[config.mk]
export PLATFORM = sky130hd
export DESIGN_NAME = regfile_scoreboard
export DESIGN_NICKNAME = d
export VERILOG_FILES = /design/src/rtl/regfile_pkg.sv /design/src/rtl/regfile_scoreboard_busy.sv /design/src/rtl/regfile_scoreboard.sv
export SDC_FILE = /design/constraint.sdc
export NUM_CORES = 1
export LEC_CHECK = 0
export ABC_AREA = 1
export CAP_MARGIN = 10
export CELL_PAD_IN_SITES_DETAIL_PLACEMENT = 1
export CELL_PAD_IN_SITES_GLOBAL_PLACEMENT = 1
export CORE_AREA = 2 2 98 109
export CTS_CLUSTER_DIAMETER = 200
export CTS_CLUSTER_SIZE = 24
export DETAILED_ROUTE_END_ITERATION = 12
export DIE_AREA = 0 0 100 111
export PLACE_DENSITY = 0.84
export SLEW_MARGIN = 40
export SYNTH_ARGS = -nofsm -noshare
export SYNTH_HDL_FRONTEND = slang
export SYNTH_SLANG_ARGS = --single-unit
export TNS_END_PERCENT = 20
[constraint.sdc]
create_clock -name clk -period 2.3 [get_ports clk]
set_input_delay 0.46 -clock clk [delete_from_list [all_inputs] [get_ports clk]]
set_output_delay 0.46 -clock clk [all_outputs]
set_load 0.005 [all_outputs]
[src/rtl/regfile_pkg.sv]
// Shared types and helpers for the register file with busy scoreboard.
package regfile_pkg;

  localparam int unsigned MAX_REGS  = 256;
  localparam int unsigned BUSY_IW   = 8;
  localparam int unsigned ZERO_ADDR = 0;

  // Busy vector sized for the largest supported file; bits >= NUM_REGS read as 0.
  typedef logic [MAX_REGS-1:0] busy_vec_t;

  // Ceiling log2, never below 1 so address ports always have a width.
  function automatic int unsigned clog2(input int unsigned n);
    int unsigned r;
    r = 1;
    for (int unsigned i = 1; i < 32; i++) begin
      if ((64'd1 << (i - 1)) < 64'(n)) r = i;
    end
    return r;
  endfunction

  // True when the address names a real register that holds data and can go busy.
  function automatic logic addr_tracked(input int unsigned a, input int unsigned num_regs,
                                        input logic zero_reg);
    return (a < num_regs) && !(zero_reg && (a == ZERO_ADDR));
  endfunction

endpackage

[src/rtl/regfile_scoreboard_busy.sv]
// Per-register busy bits: issue sets, writeback clears, issue wins on a same-register tie.
module rf_busy_table
  import regfile_pkg::*;
#(
  parameter int unsigned NUM_REGS = 4,
  parameter int unsigned AW       = 2,
  parameter int unsigned ZERO_REG = 1
) (
  input  logic          clk,
  input  logic          rst,
  input  logic          i_issue_vld,
  input  logic [AW-1:0] i_issue_dst,
  input  logic          i_wb_vld,
  input  logic [AW-1:0] i_wb_addr,
  output logic          o_issue_rdy_c,
  output busy_vec_t     o_busy,
  output logic          o_err_wb
);

  logic [NUM_REGS-1:0] r_busy;
  logic                r_err;
  logic [NUM_REGS-1:0] w_busy_nxt;
  logic                w_err_nxt;
  logic                w_issue_trk;
  logic                w_wb_trk;

  assign w_issue_trk = addr_tracked(32'(i_issue_dst), NUM_REGS, ZERO_REG != 0);
  assign w_wb_trk    = addr_tracked(32'(i_wb_addr), NUM_REGS, ZERO_REG != 0);

  // Untracked destinations never block; a pending register frees up if written back now.
  always_comb begin
    o_issue_rdy_c = 1'b1;
    if (w_issue_trk) begin
      o_issue_rdy_c = ~r_busy[i_issue_dst] | (i_wb_vld && (i_wb_addr == i_issue_dst));
    end
  end

  // Next busy state: clear on writeback first, then set on accepted issue so issue wins.
  always_comb begin
    w_busy_nxt = r_busy;
    w_err_nxt  = r_err;
    if (i_wb_vld && w_wb_trk) begin
      if (!r_busy[i_wb_addr]) w_err_nxt = 1'b1;
      w_busy_nxt[i_wb_addr] = 1'b0;
    end
    if (i_issue_vld && o_issue_rdy_c && w_issue_trk) begin
      w_busy_nxt[i_issue_dst] = 1'b1;
    end
  end

  // Busy and sticky error registers.
  always_ff @(posedge clk) begin
    if (rst) begin
      r_busy <= '0;
      r_err  <= 1'b0;
    end else begin
      r_busy <= w_busy_nxt;
      r_err  <= w_err_nxt;
    end
  end

  assign o_busy   = busy_vec_t'(r_busy);
  assign o_err_wb = r_err;

endmodule

[src/rtl/regfile_scoreboard.sv]
// Multi-port register file with busy scoreboard and RAW/WAW stall generation.
// Optional same-cycle writeback bypass to read ports: define REGFILE_BYPASS_EN.
module regfile_scoreboard
  import regfile_pkg::*;
#(
  parameter  int unsigned DATA_W   = 16,
  parameter  int unsigned NUM_REGS = 4,
  parameter  int unsigned RD_PORTS = 2,
  parameter  int unsigned ZERO_REG = 1,
  localparam int unsigned AW       = clog2(NUM_REGS)
) (
  input  logic                       clk,
  input  logic                       rst,
  input  logic [RD_PORTS-1:0]        rd_en,
  input  logic [RD_PORTS*AW-1:0]     rd_addr,
  output logic [RD_PORTS*DATA_W-1:0] rd_data,
  output logic [RD_PORTS-1:0]        rd_busy,
  input  logic                       issue_vld,
  input  logic [AW-1:0]              issue_dst,
  output logic                       issue_rdy,
  input  logic                       wb_vld,
  input  logic [AW-1:0]              wb_addr,
  input  logic [DATA_W-1:0]          wb_data,
  output logic                       stall,
  output logic                       err_wb
);

  logic [DATA_W-1:0] r_mem [NUM_REGS];
  busy_vec_t         w_busy;
  logic              w_wb_trk;

  assign w_wb_trk = addr_tracked(32'(wb_addr), NUM_REGS, ZERO_REG != 0);

  rf_busy_table #(
    .NUM_REGS (NUM_REGS),
    .AW       (AW),
    .ZERO_REG (ZERO_REG)
  ) u_busy (
    .clk           (clk),
    .rst           (rst),
    .i_issue_vld   (issue_vld),
    .i_issue_dst   (issue_dst),
    .i_wb_vld      (wb_vld),
    .i_wb_addr     (wb_addr),
    .o_issue_rdy_c (issue_rdy),
    .o_busy        (w_busy),
    .o_err_wb      (err_wb)
  );

  // Register storage; the zero register and out-of-range addresses are never written.
  always_ff @(posedge clk) begin
    if (rst) begin
      for (int i = 0; i < int'(NUM_REGS); i++) r_mem[i] <= '0;
    end else if (wb_vld && w_wb_trk) begin
      r_mem[wb_addr] <= wb_data;
    end
  end

  // Read muxes; untracked addresses read as zero and not busy.
  always_comb begin
    rd_data = '0;
    rd_busy = '0;
    for (int i = 0; i < int'(RD_PORTS); i++) begin
      logic [AW-1:0] w_a;
      w_a = rd_addr[i*AW +: AW];
      if (addr_tracked(32'(w_a), NUM_REGS, ZERO_REG != 0)) begin
        rd_data[i*DATA_W +: DATA_W] = r_mem[w_a];
        rd_busy[i]                  = w_busy[BUSY_IW'(w_a)];
`ifdef REGFILE_BYPASS_EN
        if (wb_vld && (wb_addr == w_a)) begin
          rd_data[i*DATA_W +: DATA_W] = wb_data;
          rd_busy[i]                  = 1'b0;
        end
`else
`endif
      end
    end
  end

  // Stall on a real operand that is pending or on a refused issue.
  assign stall = (|(rd_en & rd_busy)) | (issue_vld & ~issue_rdy);

endmodule

==> impl_metrics.ini, run 1 <==
[clock_tree]
holdBufCountCts = 0
clock_insertion_delay_worst_skew_ns = 0.33
clk_path_buf_depth = 2
tritoncts.num_buffers = 9
cts_sinks = 69
cts_max_level = 3
tritoncts = built
clkSlewWorstSetupHoldPaths_ns = 0.05
cts_root_buf = sky130_fd_sc_hd__clkbuf_16

[global_routing]
gr-usage-all-layers_pct = 22.3
grt_start_max_net_pins = 68
global_route.overflow_total = 0
vias_in_the_first_global_route = 3768
antenna_found_initial = 0
grt_pass1_wl_microns = 19200

[timing]
finalWorstPathRequiredPeriod_ns = 2.44
finalHoldViolCount = 0
final.setup.tns_ns = -0.352
rsz0062_at_grt = true
final_min_period_over_clock_period_pct = 106
max_slew_margin_pct = 65.1
fin_hold_ws_ns = 0.494
final_setup_margin_ns = -0.143
worst_slew_pin_slew_ns = 0.522
setup_viol = 4
maxClockFrequency_ghz = 0.409
final-max-slew-violation-count = 0
worst_clock_skew_ns = 0.000338

[floorplan]
io-pin-count = 67
die_area_sq_um = 11100
start_util_pct = 38.6
floorplan.die.height_microns = 111
placeableCoreArea_sq_um = 10100
dieWidth_microns = 100
fp-row-count = 39

[final_layout]
count_of_placed_standard_cells_in_the_final_layout_fillers_left_out = 670
num-fill-cells = 1216
seqCellArea_sq_um = 2020
diodes = 0
area_of_the_multi_input_gates_sq_um = 1570
final_common_cell = sky130_fd_sc_hd__nand2_1
design.final.nets = 573
top_library_cells_by_usage_in_the_layout_fill_and_taps_aside = 66 x sky130_fd_sc_hd__nand2_1, 65 x sky130_fd_sc_hd__a21oi_1, 64 x sky130_fd_sc_hd__edfxtp_1
core_util_final_pct = 51.7
final_layout_size_suffix_gt1_share_pct = 17.2
syn_to_final_growth_pct = 33.9

[synthesis]
main_combinational_cell_family_by_area_after_synthesis = compound AO/OA/AOI/OAI gates
yosys.cell_types.count = 24
synthArstFlopShare_pct = 0
synth_sequential_area_ratio_pct = 51.5
synth_compound_area_share_pct = 19.4
synth_xor_xnor_area_share_pct = 0
synth-warning-count = 0
number_of_synthesized_flops_with_an_enable_pin = 64
post_synth_instance_area_sq_um = 3920
syn_area_per_cell_sq_um = 8.79
synth.ff_latch_count = 69
mapped_cells = 446
yosys-top-cells-area = sky130_fd_sc_hd__edfxtp_1 49%, sky130_fd_sc_hd__a21oi_1 8.4%, sky130_fd_sc_hd__nand2_1 6.4%, sky130_fd_sc_hd__o211ai_1 6.1%, sky130_fd_sc_hd__inv_1 5.6%
synth_adder_area_share_pct = 0
yosysTopAreaCellShare_pct = 49.0
yosys.area_share.simple_pct = 18.2
synth_mux_area_share_pct = 0
ys.flop_type = sky130_fd_sc_hd__edfxtp_1
cell_type_contributing_the_most_total_cell_area_after_synthesis = sky130_fd_sc_hd__edfxtp_1

[critical_path]
critical_path.endpoint_type = primary output
slowest_delay_ns = 0.53
crit_slowest_cell = sky130_fd_sc_hd__clkdlybuf4s50_1
worstPathArrival_ns = 1.98
crit_required_ns = 1.84
critical_path.max_fanout = 11
critPathMostFrequentCell = sky130_fd_sc_hd__a21oi_1
timing_worst_setup_path_type = input pin to primary output
path_cells = dlygate4sd2_1 -> buf_6 -> buf_4 -> a21oi_1 -> o21ai_0 -> a21oi_1 -> clkdlybuf4s50_1
worst_setup_path_start_kind = input pin

[status]
violations_in_the_final_reports = setup timing
status = finished, violations left

[detailed_routing]
detail_route.vias_per_cell = 5.21
wire_per_inst_microns = 17.6
route.vias.total = 3493
routed_wl_microns = 11800
drt_iter0_drc = 276
firstDrtPassIters = 4
route.antenna.remaining_nets = 0
remaining_drc_errors = 0

[placed_design]
port_buffers = 66
routabilityCongestion = 0.808
dp_cells = 653
hpwlAfterDp_microns = 8250

[power]
vdd_ir_drop_max_v = 0.000337
power_density_nw_per_um2 = 630
static-leakage-power_nw = 2.34
finalPower_mw = 3.31

[hold_path]
holdCritPathClass = flip-flop to flip-flop

[job]
maxCapViolations = 0
==> cell type report <==
cell class                      instances  area share (%)
Tap cell                              123            2.93
Sequential cell                        69            38.5
Multi-Input combinational cell        295            30.0
Inverter                               65            4.74
Clock buffer                           11            4.43
Clock inverter                          4           0.310
Timing Repair Buffer                  103            19.1
==> flip-flops by register name, summed over array words and instances (netlist names) <==
register         flops
u_busy.o_err_wb      1
u_busy.r_busy        4
r_mem               64
==> worst paths after layout <==
check	slack (ns)	from	endpoint	depth (start not counted)
worst max-delay path	-0.14	rd_addr[1]	rd_data[3]	7
worst min-delay path	0.49	u_busy.o_err_wb	u_busy.o_err_wb	2
worst max register to register	1.24	u_busy.r_busy[2]	u_busy.r_busy[2]	7
worst min register to register	0.49	u_busy.o_err_wb	u_busy.o_err_wb	2
==> Yosys cell counts (5+ instances only) <==
| cell type | instances |
|---|---|
| sky130_fd_sc_hd__nand2_1 | 67 |
| sky130_fd_sc_hd__a21oi_1 | 66 |
| sky130_fd_sc_hd__edfxtp_1 | 64 |
| sky130_fd_sc_hd__inv_1 | 58 |
| sky130_fd_sc_hd__o21ai_0 | 35 |
| sky130_fd_sc_hd__o211ai_1 | 32 |
| sky130_fd_sc_hd__nand3_1 | 22 |
| sky130_fd_sc_hd__nor2_1 | 22 |
| sky130_fd_sc_hd__nor2_2 | 18 |
| sky130_fd_sc_hd__clkbuf_1 | 15 |
| sky130_fd_sc_hd__buf_2 | 14 |
| sky130_fd_sc_hd__nand2_4 | 10 |
| sky130_fd_sc_hd__inv_2 | 6 |
| sky130_fd_sc_hd__dfxtp_1 | 5 |
==> worst max-delay path: cells and delay by family <==
family / cells / cell delay [ns]
buffers and inverters: 4 / 1.14
AOI/OAI and AO/OA: 3 / 0.39
==> power breakdown <==
part           leakage [nW]  internal, mW  total, mW  switching, mW
clock network         0.122         0.709       1.18          0.474
logic                  1.55         0.272      0.610          0.337
registers             0.670          1.47       1.52         0.0438
total                  2.34          2.45       3.31          0.855
==> metal layers <==
layer  up-vias  part of all wire (%)  wire length, microns  GRT usage (%)
li1       1688                     -                     -              -
met1      1694                    43                  5040           27.6
met2        89                    51                  6060           38.0
met3        22                   3.4                   400           3.09
met4         0                   2.4                   284           10.5
met5         -                     0                     0              0
==> per-stage QoR <==
step	setup slack, ns	cell area (sq um)
after floorplan	0.431	3980
after global placement	-0.478	4950
after detailed placement	-0.505	4950
after CTS	-0.159	5230
after global routing	-0.202	5250
final	-0.143	5250
==> kinds of logic after synthesis <==
| group | after synthesis |
|---|---|
| AOI/OAI and AO/OA | 134 |
| buffers and inverters | 97 |
| other | 1 |
| and+or+nand+nor | 145 |
| DFF | 69 |
==> what timing repair did <==
| item | 4_1_cts | 5_1_grt |
|---|---|---|
| pin swaps | 8 | 6 |
| endpoints found under the setup margin | 36 | 15 |
| buffers inserted | 2 | 0 |
| gates resized for setup | 40 | 11 |
(Power assumes the default switching activity.)
==> inputs of run 2 (changes only) <==
--- a/config.mk
+++ b/config.mk
@@ -7,14 +7,14 @@
 export LEC_CHECK = 0
 export ABC_AREA = 1
 export CAP_MARGIN = 10
-export CELL_PAD_IN_SITES_DETAIL_PLACEMENT = 1
-export CELL_PAD_IN_SITES_GLOBAL_PLACEMENT = 1
-export CORE_AREA = 2 2 98 109
+export CELL_PAD_IN_SITES_DETAIL_PLACEMENT = 2
+export CELL_PAD_IN_SITES_GLOBAL_PLACEMENT = 2
+export CORE_AREA = 2 2 109 122
 export CTS_CLUSTER_DIAMETER = 200
 export CTS_CLUSTER_SIZE = 24
 export DETAILED_ROUTE_END_ITERATION = 12
-export DIE_AREA = 0 0 100 111
-export PLACE_DENSITY = 0.84
+export DIE_AREA = 0 0 111 124
+export PLACE_DENSITY = 0.83
 export SLEW_MARGIN = 40
 export SYNTH_ARGS = -nofsm -noshare
 export SYNTH_HDL_FRONTEND = slang
==> run 2 against run 1 <==
  * Combinational power up 15%
  * Power rose by 8.0%
  * The flow still finishes with violations (setup timing)
  * Clock skew hardly changed
  * Sequential power hardly changed
  * Utilization shrank 7.4 points
  * Non-clock buffer count increased by 9
  * Register-to-register slack worse by 0.12 ns
  * Maximum frequency grew 5.9%
  * Highest routed layer unchanged
  * Largest cell class unchanged
  * Sequential share of layout area fell by 1.9 points
  * Routed wire length up 27%
  * Critical endpoint is now rd_data[15]
  * Via count up 4.5%
==> impl_metrics.ini, run 2 (synthesis gave the netlist of run 1 again) <==
[status]
status = finished, violations left
violations_in_the_final_reports = setup timing

[clock_tree]
clkSlewWorstSetupHoldPaths_ns = 0.05
clock_insertion_delay_worst_skew_ns = 0.34
cts_root_buf = sky130_fd_sc_hd__clkbuf_16
clk_path_buf_depth = 2
cts_max_level = 3
cts_sinks = 69
holdBufCountCts = 0
tritoncts = built
tritoncts.num_buffers = 9

[global_routing]
grt_start_max_net_pins = 39
antenna_found_initial = 0
vias_in_the_first_global_route = 4162
grt_pass1_wl_microns = 22900
gr-usage-all-layers_pct = 22.1
global_route.overflow_total = 0

[timing]
finalWorstPathRequiredPeriod_ns = 2.31
fin_hold_ws_ns = 0.473
final_min_period_over_clock_period_pct = 100
maxClockFrequency_ghz = 0.434
finalHoldViolCount = 0
setup_viol = 1
rsz0062_at_grt = true
final_setup_margin_ns = -0.00649
final-max-slew-violation-count = 0
worst_clock_skew_ns = 0.000667

[final_layout]
syn_to_final_growth_pct = 40.6
design.final.nets = 582
final_common_cell = sky130_fd_sc_hd__nand2_1
largest_register_ffs = 64
final_layout_size_suffix_gt1_share_pct = 19.7
count_of_placed_standard_cells_in_the_final_layout_fillers_left_out = 714
largest_register_by_flop_count = r_mem
diodes = 0
top_library_cells_by_usage_in_the_layout_fill_and_taps_aside = 67 x sky130_fd_sc_hd__nand2_1, 64 x sky130_fd_sc_hd__edfxtp_1, 59 x sky130_fd_sc_hd__a21oi_1

[hold_path]
holdCritPathClass = flip-flop to flip-flop

[placed_design]
port_buffers = 66
dp_worst_slack_ns = -0.445
routabilityCongestion = 0.785
hpwlAfterDp_microns = 10200
dp_cells = 695

[critical_path]
critical_path.max_fanout = 32
crit_required_ns = 1.84
critical_path.endpoint_type = primary output
timing_worst_setup_path_type = input pin to primary output
worst_setup_path_start_kind = input pin
worstPathArrival_ns = 1.85

[floorplan]
dieWidth_microns = 111
start_util_pct = 31.6
io-pin-count = 67
floorplan.die.height_microns = 124
die_area_sq_um = 13800
fp-row-count = 43
placeableCoreArea_sq_um = 12400

[power]
static-leakage-power_nw = 2.43
power_density_nw_per_um2 = 648
finalPower_mw = 3.57
vdd_ir_drop_max_v = 0.000353

[detailed_routing]
routed_wl_microns = 14900
detail_route.vias_per_cell = 5.11
route.vias.total = 3650
drt_iter0_drc = 276
wire_per_inst_microns = 20.9
remaining_drc_errors = 0
firstDrtPassIters = 4
route.antenna.remaining_nets = 0

[job]
maxCapViolations = 0
[run 2: changes by cell type in the layout (fill, tap and decap cells not counted), sizes merged, moves of 4 or more]
cell,previous run,this run
buf,39,48
dlymetal6s2s,6,10
dlygate4sd2,27,9
clkdlybuf4s50,30,43
[run 2: layer usage]
| metal | part of all wire, % | global-route usage [%] | vias up |
|---|---|---|---|
| met1 | 40 | 25.1 | 1864 |
| met4 | 2.2 | 9.14 | 0 |
| met3 | 2.4 | 2.00 | 19 |
| met2 | 55 | 43.1 | 61 |
| li1 | - | - | 1706 |
| met5 | 0 | 0 | - |
[run 2: path summary, 6_finish.rpt]
| path | start | to | slack (ns) | depth (start not counted) |
|---|---|---|---|---|
| worst min-delay path | u_busy.r_busy[0] | u_busy.r_busy[0] | 0.47 | 2 |
| worst max register to register | u_busy.r_busy[2] | u_busy.r_busy[2] | 1.12 | 8 |
| worst max-delay path | rd_addr[0] | rd_data[15] | -0.006 | 6 |
| worst min register to register | u_busy.r_busy[0] | u_busy.r_busy[0] | 0.47 | 2 |
[run 2: timing repair]
action | CTS | global route
pin swaps | 4 | 3
gates cloned | 1 | 1
setup buffers | 1 | 0
setup endpoints to repair | 36 | 25
resized for setup | 27 | 24
[run 2: cell type report]
| class | instances | area (sq um) |
|---|---|---|
| well taps | 157 | 196 |
| fillers | 1347 | 6910 |
| clock buffers | 10 | 229 |
| multi-input cells | 295 | 1580 |
| clock inverters | 6 | 53.8 |
| inverters | 65 | 249 |
| repair buffers | 112 | 1180 |
| flip-flops and latches | 69 | 2020 |
[run 2: worst max-delay path, stage by stage]
cell                              delay [ns]
sky130_fd_sc_hd__clkbuf_4               0.16
sky130_fd_sc_hd__buf_12                 0.18
sky130_fd_sc_hd__a21oi_1                0.15
sky130_fd_sc_hd__o21ai_0                0.16
sky130_fd_sc_hd__a21oi_2                0.21
sky130_fd_sc_hd__clkdlybuf4s50_1        0.52
[run 2: metrics by stage]
stage	TNS [ns]	area [sq um]	utilization, %
floorplan	0	3980	-
global placement	-11.54	5100	41.0
detailed placement	-13.11	5100	41.0
CTS	-0.905	5450	43.8
global route	-0.162	5520	44.4
finish	-0.00649	5520	44.4
[run 2: power by group]
part	total, mW	switching, mW	internal, mW	leakage (nW)
Sequential	1.52	0.0488	1.47	0.670
Clock	1.36	0.529	0.826	0.135
Combinational	0.699	0.378	0.321	1.62
Total	3.57	0.957	2.62	2.43
